[src/rtl/mem_arbiter_pkg.sv]
// Shared definitions for the memory-port arbiter.
//
// Purpose: bus widths, the arbiter FSM state encoding, the owner encoding
// (which requester holds the downstream port) and the latched downstream
// command record.
//
// Contents:
//   W_ADDR, W_DATA   address / data widths (32 bits each)
//   arb_state_e      IDLE / ADDR / DATA arbiter states
//   owner_e          OWN_I (fetch bus) / OWN_D (data bus)
//   mem_cmd_t        fields presented on the downstream port for one access
package mem_arbiter_pkg;

  localparam int W_ADDR = 32;
  localparam int W_DATA = 32;

  typedef enum logic [1:0] {
    ST_IDLE = 2'd0,
    ST_ADDR = 2'd1,
    ST_DATA = 2'd2
  } arb_state_e;

  typedef enum logic {
    OWN_I = 1'b0,
    OWN_D = 1'b1
  } owner_e;

  // Everything that must stay stable on the downstream port from the grant
  // until the address phase is accepted.
  typedef struct packed {
    logic              wr;
    logic [3:0]        wstrb;
    logic [W_ADDR-1:0] addr;
    logic [W_DATA-1:0] wdata;
  } mem_cmd_t;

endpackage

[src/rtl/mem_arbiter.sv]
// Memory-port arbiter between the fetch bus (ibus) and the data bus (dbus).
//
// Purpose: owns the single SRAM-like downstream port, keeps at most one
// access outstanding, serves dbus before ibus, and hands completion status
// (stall) and read data back to each requester. An exception flush turns an
// in-flight read into a discarded one; the downstream handshake is always
// run to completion.
//
// Ports:
//   clk, rst_n                      clock, synchronous active-low reset
//   flush, adv                      pipeline exception / whole-pipe advance
//   ibus_en, ibus_addr              fetch request
//   ibus_rdata, ibus_stall          fetch result and stall
//   dbus_en, dbus_we, dbus_addr,
//   dbus_wdata                      data request (we == 0 means read)
//   dbus_rdata, dbus_stall          load result and stall
//   mem_req, mem_wr, mem_wstrb,
//   mem_addr, mem_wdata             downstream request
//   mem_addr_ok, mem_data_ok,
//   mem_rdata                       downstream acceptance / completion
module mem_arbiter
  import mem_arbiter_pkg::*;
(
  input  logic              clk,
  input  logic              rst_n,
  input  logic              flush,
  input  logic              adv,

  input  logic              ibus_en,
  input  logic [W_ADDR-1:0] ibus_addr,
  output logic [W_DATA-1:0] ibus_rdata,
  output logic              ibus_stall,

  input  logic              dbus_en,
  input  logic [3:0]        dbus_we,
  input  logic [W_ADDR-1:0] dbus_addr,
  input  logic [W_DATA-1:0] dbus_wdata,
  output logic [W_DATA-1:0] dbus_rdata,
  output logic              dbus_stall,

  output logic              mem_req,
  output logic              mem_wr,
  output logic [3:0]        mem_wstrb,
  output logic [W_ADDR-1:0] mem_addr,
  output logic [W_DATA-1:0] mem_wdata,
  input  logic              mem_addr_ok,
  input  logic              mem_data_ok,
  input  logic [W_DATA-1:0] mem_rdata
);

  arb_state_e        state_q, state_d;
  owner_e            owner_q, owner_d;
  mem_cmd_t          cmd_q, cmd_d;
  logic              discard_q, discard_d;
  logic              i_done_q, i_done_d;
  logic              d_done_q, d_done_d;
  logic [W_DATA-1:0] ibus_rdata_q, ibus_rdata_d;
  logic [W_DATA-1:0] dbus_rdata_q, dbus_rdata_d;

  logic i_pend;
  logic d_pend;
  logic flush_kills;
  logic drop;
  logic complete;
  logic i_set;
  logic d_set;

  // A requester is pending while enabled and its current access has not yet
  // been completed for this instruction.
  assign i_pend = ibus_en & ~i_done_q;
  assign d_pend = dbus_en & ~d_done_q;

  // A flush cancels the result of fetches and loads; stores keep going so
  // memory sees them exactly once. The current-cycle flush is folded in so a
  // flush coinciding with data_ok also throws the read result away.
  assign flush_kills = flush & ((owner_q == OWN_I) | ~cmd_q.wr);
  assign drop        = discard_q | flush_kills;
  assign complete    = (state_q == ST_DATA) & mem_data_ok;
  assign i_set       = complete & ~drop & (owner_q == OWN_I);
  assign d_set       = complete & ~drop & (owner_q == OWN_D);

  // Arbiter FSM: grant in IDLE (dbus first), hold the request in ADDR until
  // accepted, wait for the response in DATA. Command fields and read data
  // registers only change at grant / completion respectively.
  always_comb begin
    state_d      = state_q;
    owner_d      = owner_q;
    cmd_d        = cmd_q;
    discard_d    = discard_q;
    ibus_rdata_d = ibus_rdata_q;
    dbus_rdata_d = dbus_rdata_q;

    case (state_q)
      ST_IDLE: begin
        if (!flush) begin
          if (d_pend) begin
            owner_d     = OWN_D;
            cmd_d.wr    = |dbus_we;
            cmd_d.wstrb = dbus_we;
            cmd_d.addr  = dbus_addr;
            cmd_d.wdata = dbus_wdata;
            state_d     = ST_ADDR;
          end else if (i_pend) begin
            owner_d     = OWN_I;
            cmd_d.wr    = 1'b0;
            cmd_d.wstrb = 4'b0000;
            cmd_d.addr  = ibus_addr;
            cmd_d.wdata = '0;
            state_d     = ST_ADDR;
          end
        end
      end

      ST_ADDR: begin
        if (flush_kills) begin
          discard_d = 1'b1;
        end
        if (mem_addr_ok) begin
          state_d = ST_DATA;
        end
      end

      ST_DATA: begin
        if (flush_kills) begin
          discard_d = 1'b1;
        end
        if (mem_data_ok) begin
          state_d   = ST_IDLE;
          discard_d = 1'b0;
          if (!drop) begin
            if (owner_q == OWN_D) begin
              dbus_rdata_d = mem_rdata;
            end else begin
              ibus_rdata_d = mem_rdata;
            end
          end
        end
      end

      default: begin
        state_d   = ST_IDLE;
        discard_d = 1'b0;
      end
    endcase
  end

  // Done flags are sticky until the pipeline moves on. A completion in the
  // same cycle as adv belongs to the next instruction, so set beats adv;
  // flush always wins.
  always_comb begin
    i_done_d = i_done_q;
    d_done_d = d_done_q;

    if (i_set) begin
      i_done_d = ~flush;
    end else if (adv || flush) begin
      i_done_d = 1'b0;
    end

    if (d_set) begin
      d_done_d = ~flush;
    end else if (adv || flush) begin
      d_done_d = 1'b0;
    end
  end

  always_ff @(posedge clk) begin
    if (!rst_n) begin
      state_q      <= ST_IDLE;
      owner_q      <= OWN_I;
      cmd_q        <= '0;
      discard_q    <= 1'b0;
      i_done_q     <= 1'b0;
      d_done_q     <= 1'b0;
      ibus_rdata_q <= '0;
      dbus_rdata_q <= '0;
    end else begin
      state_q      <= state_d;
      owner_q      <= owner_d;
      cmd_q        <= cmd_d;
      discard_q    <= discard_d;
      i_done_q     <= i_done_d;
      d_done_q     <= d_done_d;
      ibus_rdata_q <= ibus_rdata_d;
      dbus_rdata_q <= dbus_rdata_d;
    end
  end

  assign mem_req    = (state_q == ST_ADDR);
  assign mem_wr     = cmd_q.wr;
  assign mem_wstrb  = cmd_q.wstrb;
  assign mem_addr   = cmd_q.addr;
  assign mem_wdata  = cmd_q.wdata;

  assign ibus_stall = ibus_en & ~i_done_q;
  assign dbus_stall = dbus_en & ~d_done_q;
  assign ibus_rdata = ibus_rdata_q;
  assign dbus_rdata = dbus_rdata_q;

endmodule

[config.mk]
export PLATFORM = sky130hd
export DESIGN_NAME = mem_arbiter
export DESIGN_NICKNAME = d
export VERILOG_FILES = /design/src/rtl/mem_arbiter_pkg.sv /design/src/rtl/mem_arbiter.sv
export SDC_FILE = /design/constraint.sdc
export NUM_CORES = 1
export LEC_CHECK = 0
export ABC_AREA = 1
export ABC_CLOCK_PERIOD_IN_PS = 3150
export CORE_UTILIZATION = 45
export DETAILED_ROUTE_END_ITERATION = 10
export PLACE_DENSITY = 0.89
export SLEW_MARGIN = 20
export SYNTH_ARGS = -nofsm -noshare
export SYNTH_HDL_FRONTEND = slang
export SYNTH_SLANG_ARGS = --single-unit
[constraint.sdc]
create_clock -name clk -period 3.15 [get_ports clk]
set_input_delay 0.63 -clock clk [delete_from_list [all_inputs] [get_ports clk]]
set_output_delay 0.63 -clock clk [all_outputs]
set_load 0.01 [all_outputs]
==> results of run 1 <==
## worst max-delay path, cell delays in order
cell and delay [ns]:
clkdlybuf4s50_1 0.47, nand2_2 0.06, inv_1 0.09, clkdlybuf4s50_1 0.58
## worst max-delay path by stage
stage                      to  slack, ns  cells after the start
2_1_floorplan      dbus_stall       1.47                      3
3_3_place_gp       dbus_stall       0.65                      4
3_5_place_dp   ibus_rdata[20]       0.58                      7
4_1_cts            dbus_stall       0.65                      4
5_1_grt            dbus_stall       0.63                      4
6_report           dbus_stall       0.69                      4
## kinds of logic (layout without fill, tap and decap cells)
kind of cell | after synthesis | after routing
buf+inv | 165 | 432
simple gates | 584 | 584
fa+ha+maj | 4 | 4
compound gates | 44 | 44
flops | 139 | 139
## metal layers
layer	track usage [%]	vias to the layer above	routed length [um]
li1	-	3231	-
met3	7.93	34	1350
met5	0	-	0
met1	26.9	2786	6810
met2	46.0	235	8660
met4	11.9	0	464
## power by group
part	total (W)	internal [W]	switching, W
clock	0.00210	0.00136	0.000738
sequential	0.00210	0.00198	0.000116
combinational	0.00162	0.000779	0.000843
## Yosys cell counts (all sizes together)
library cell,count
nand2,379
nor2,196
dfxtp,139
inv,115
a21oi,43
buf,38
clkbuf,12
nand3,6
ha,4
nor3,2
nand4,1
o21ai,1
## metrics by stage
stage	setup WS (ns)	area [um2]	utilization, %	total power [W]	cells
after floorplan	1.47	5990	-	0.00298	936
after global placement	0.646	8800	68.7	0.00369	1343
after detailed placement	0.577	8800	68.7	0.00375	1343
after CTS	0.648	9430	73.5	0.00587	1375
after global routing	0.634	9430	73.5	0.00615	1375
final	0.688	9430	73.5	0.00582	1375
## flip-flops by register name, indices dropped and copies added (netlist names)
name / count
i_done_q: 1
owner_q: 1
mem_addr: 32
dbus_rdata: 32
mem_wstrb: 4
mem_wdata: 32
mem_wr: 1
state_q: 2
ibus_rdata: 32
d_done_q: 1
discard_q: 1
## layout make-up
class,instances,area [um2],area share [%]
repair buffers,285,2860,30.3
flip-flops and latches,139,2780,29.5
multi-input cells,632,2510,26.7
clock buffers,20,457,4.84
inverters,115,432,4.58
well taps,172,215,2.28
clock inverters,12,170,1.80
## placed cells by master (no fill, tap or decap), types with 2 or more instances in the layout
master	Yosys	final
nor2_1	196	196
ha_1	4	4
a21oi_1	42	42
bufinv_16	0	4
clkbuf_8	0	2
clkbuf_16	0	17
inv_1	114	114
clkdlybuf4s50_1	0	274
nand3_1	6	3
nand3_2	0	2
clkinv_2	0	5
buf_12	0	3
clkinv_4	0	2
buf_4	8	7
dfxtp_1	139	139
nand2_1	378	378
==> qor.csv, run 1 <==
metric,value,unit
outcome,completed,
crit_fanout,2,
fin_tns_setup,0,ns
p_leak,4.48,nW
drive_above_1_share,4.07,%
synth_compound_area_share,3.74,%
yosys_register_bits,139,
via_per_inst,4.57,
hold_depth,2,
synthMuxAreaShare,0,%
drt-wirelength-per-cell,12.6,um
grt_usage,25.5,%
rsz0062_at_grt,false,
antenna_found_initial,0,
fillers,959,
max_slew_margin,61.6,%
crit_required,2.52,ns
grt_max_degree,99,
hold_ws,0.460,ns
ys_warn_count,0,
vias,6286,
arrival,1.83,ns
fp.dieW,117,um
hold_buffers,0,
grt_pass1_wl,28200,um
fmax,0.406,GHz
synth-adder-area-share,0.835,%
cts_setup_buffers,0,
ir_drop,456,uV
hold_path_class,reg -> reg,
finalCriticalPeriod,2.46,ns
r2r_end,ibus_rdata[22],
drtIter0Drc,395,
syn-instance-count,936,
power.density,617,nW/um2
root_buffer,clkbuf_16,
overflow,0,
cts.sinks,139,
syn_area,5990,um2
grt_pass1_vias,6100,
holdCritStartpoint,mem_wdata[11],
clk_latency,0.42,ns
ant_nets,0,
gp_congestion,0.826,
crit_type,in -> out,
start_util,46.7,%
hpwlAfterDp,12200,um
synth-xor-area-share,0,%
yosysUniqueCellTypes,19,
numCtsBuffers,17,
start_kind,primary input,
synth_top_cell_by_area,dfxtp_1,
finalWirelength,17300,um
worst_pin_slew,0.576,ns
drc,0,
maxCapViolCount,0,
synth_top_family_by_area,simple AND/OR/NAND/NOR gates,
avgSynthCellArea,6.40,um2
cts_resized,0,
hold-path-endpoint,mem_wdata[11],
cts_tree,yes,
diodes,0,
timing.final.crit_share,78.2,%
finalMaxSlewViolations,0,
finalClockSkew,0.00807,ns
h-tree-depth,4,
portBuffers,275,
r2r_cells,8,
design.portCount,276,
yosys.area_share.simple,36.9,%
synth_area_leaders,"dfxtp_1 (46%), nand2_1 (24%), nor2_1 (12%)",
clkTransAtPathRegs,0.05,ns
setup_violations,0,
finalNetCount,1334,
area_growth,57.4,%
core_area,12800,um2
yosysSeqAreaShare,46.4,%
die_h,117,um
rows,41,
synth_top_area_share,46.4,%
crit_start,dbus_en,
r2r_slack,1.29,ns
cts_buffer_depth,2,
drt_pass1_iterations,4,
syn-num-nets,1080,
die_area,13800,um2
cp-end-kind,output port,
r2r-start,state_q[0],
hold_viol,0,
No activity file was read; power rests on OpenSTA's default activity.
==> inputs of run 2 (changes only) <==
Settings changed: ABC_CLOCK_PERIOD_IN_PS 3150 to 2000, CORE_UTILIZATION 45 to 38, PLACE_DENSITY 0.89 to 0.81.
Clock period 3.15 ns to 2 ns, I/O delays scaled along.
==> run 2 against run 1 <==
  * Utilization decreased by 11 points
  * Sequential power up 58%
  * Sequential share of layout area fell by 0.24 points
  * Clock power increased by 54%
  * Largest power group unchanged
  * Highest routed layer unchanged
==> qor.csv, run 2 (synthesis gave the netlist of run 1 again) <==
metric,value,unit,change
hold_viol,0,,unchanged
diodes,0,,unchanged
antenna_found_initial,0,,unchanged
clk_latency,0.42,ns,about the same
cts_setup_buffers,0,,unchanged
setup_violations,0,,unchanged
power.density,958,nW/um2,+55%
gp_congestion,0.768,,-7.0%
area_growth,58.7,%,
drive_above_1_share,4.23,%,+0.16 points
layout_commonest_cell,nand2_1,,
finalCriticalPeriod,1.95,ns,
crit_top_cell,clkdlybuf4s50_1,,
hpwlAfterDp,12100,um,-0.57%
p_leak,4.50,nW,+0.30%
crit_slowest_cell,clkdlybuf4s50_1,,
hold-path-endpoint,mem_addr[14],,
rows,45,,+9.8%
drt-wirelength-per-cell,12.2,um,-2.7%
r2r_slack,0.36,ns,-0.93 ns
fin_tns_setup,0,ns,unchanged
timing.final.crit_share,97.7,%,
grt_pass1_wl,27400,um,-3.0%
r2r_cells,9,,+1
r2r-start,d_done_q,,
pwr-share-clk,35.5,%,-0.6 points
dpl-instance-area,8910,um2,+1.2%
hold_path_class,in -> reg,,
drc,0,,unchanged
design.portCount,276,,unchanged
via_per_inst,4.34,,-5.1%
cp-end-kind,output port,,
power_switching_share,29.7,%,+0.51 points
r2r_end,mem_addr[24],,
ant_nets,0,,unchanged
ir_drop,947,uV,+110%
die_h,128,um,+8.7%
core_area,15300,um2,+19%
start_util,39.1,%,-7.6 points
grt_pass1_vias,5737,,-6.0%
hold_depth,3,,+1
cts_buffer_depth,2,,unchanged
die_area,16300,um2,+18%
drtIter0Drc,232,,-41%
comb_power_share,28.2,%,+0.3 points
drt_pass1_iterations,7,,+3
finalClockSkew,0.00923,ns,+0.00116 ns
cts.sinks,139,,unchanged
max_slew_margin,72.8,%,+11 points
portBuffers,275,,unchanged
stdcell_area,9510,um2,+0.84%
vias,6145,,-2.2%
arrival,1.55,ns,-0.28 ns
final_cell_mix,"nand2_1 (378), clkdlybuf4s50_1 (272), nor2_1 (196), dfxtp_1 (139), inv_1 (114)",,
clkTransAtPathRegs,0.06,ns,about the same
fmax,0.512,GHz,
finalWirelength,17300,um,+0.24%
power.internal,0.00641,W,+55%
crit_type,in -> out,,
worst_pin_slew,0.408,ns,-0.168 ns
finalNetCount,1338,,+0.30%
holdCritStartpoint,rst_n,,
outcome,completed,,
stdcell_count,1417,,+3.1%
cts_tree,yes,,
numCtsBuffers,17,,unchanged
switchingPower,0.00270,W,+59%
start_kind,primary input,,
hold_buffers,0,,unchanged
pwr-share-seq,36.3,%,+0.2 points
fp.dieW,128,um,+8.7%
grt_usage,21.4,%,-4.2 points
maxCapViolCount,0,,unchanged
finalMaxSlewViolations,0,,unchanged
root_buffer,clkbuf_16,,
place_inst,1386,,+3.2%
h-tree-depth,4,,unchanged
hold_ws,0.368,ns,-0.0920 ns
worstPathCellList,clkdlybuf4s50_1 -> nand2_1 -> inv_1 -> clkdlybuf4s50_1,,
crit_required,1.60,ns,-0.92 ns
cpPeakStageDelay,0.54,ns,-0.04 ns
overflow,0,,unchanged
rsz0062_at_grt,false,,
crit_fanout,2,,unchanged
grt_max_degree,78,,-21%
-- run 2: area by class of cell --
cell class | instances | area [um2]
flip-flops and latches | 139 | 2780
fillers | 1344 | 5800
well taps | 211 | 264
clock buffers | 21 | 460
multi-input cells | 632 | 2510
repair buffers | 289 | 2920
clock inverters | 10 | 141
inverters | 115 | 432
-- run 2: worst max-delay path by stage --
stage | to | cells past startpoint | startpoint | slack [ns]
floorplan | mem_wdata[0] | 8 | state_q[0] | 0.63
global placement | mem_addr[30] | 9 | dbus_en | -0.12
detailed placement | mem_addr[24] | 9 | dbus_en | -0.15
CTS | ibus_stall | 4 | ibus_en | 0.05
global route | ibus_stall | 4 | ibus_en | 0.01
finish | ibus_stall | 4 | ibus_en | 0.05
-- run 2: metal layers --
metal	up-vias	share of wire (%)	track usage, %
met5	-	0	0
met4	0	1.7	7.89
met3	24	8.2	7.41
met2	207	49	38.4
met1	2680	41	23.1
li1	3234	-	-
-- run 2: what timing repair did --
action                                 in CTS  in global routing
endpoints found under the hold margin       0                  0
setup endpoints to repair                   2                  0
gates resized for setup                     2                  0
-- run 2: per-stage QoR --
stage	utilization [%]	power [W]	worst slack (ns)
after floorplan	-	0.00470	0.627
after detailed placement	58.2	0.00595	-0.153
after global placement	58.2	0.00589	-0.124
after global routing	62.1	0.00962	0.0104
after CTS	62.1	0.00920	0.0453
final	62.1	0.00911	0.0467
-- run 2: power groups by stage --
| stage | clock [W] | combinational, W | sequential (W) |
|---|---|---|---|
| after floorplan | 0 | 0.00120 | 0.00350 |
| after global placement | 0 | 0.00254 | 0.00335 |
| after detailed placement | 0 | 0.00258 | 0.00336 |
| after CTS | 0.00330 | 0.00259 | 0.00331 |
| after global routing | 0.00340 | 0.00287 | 0.00335 |
| final | 0.00323 | 0.00257 | 0.00331 |
-- run 2: worst max-delay path, delay by kind of cell --
family	cells	cell delay, ns
buf+inv	3	1.08
simple gates	1	0.07
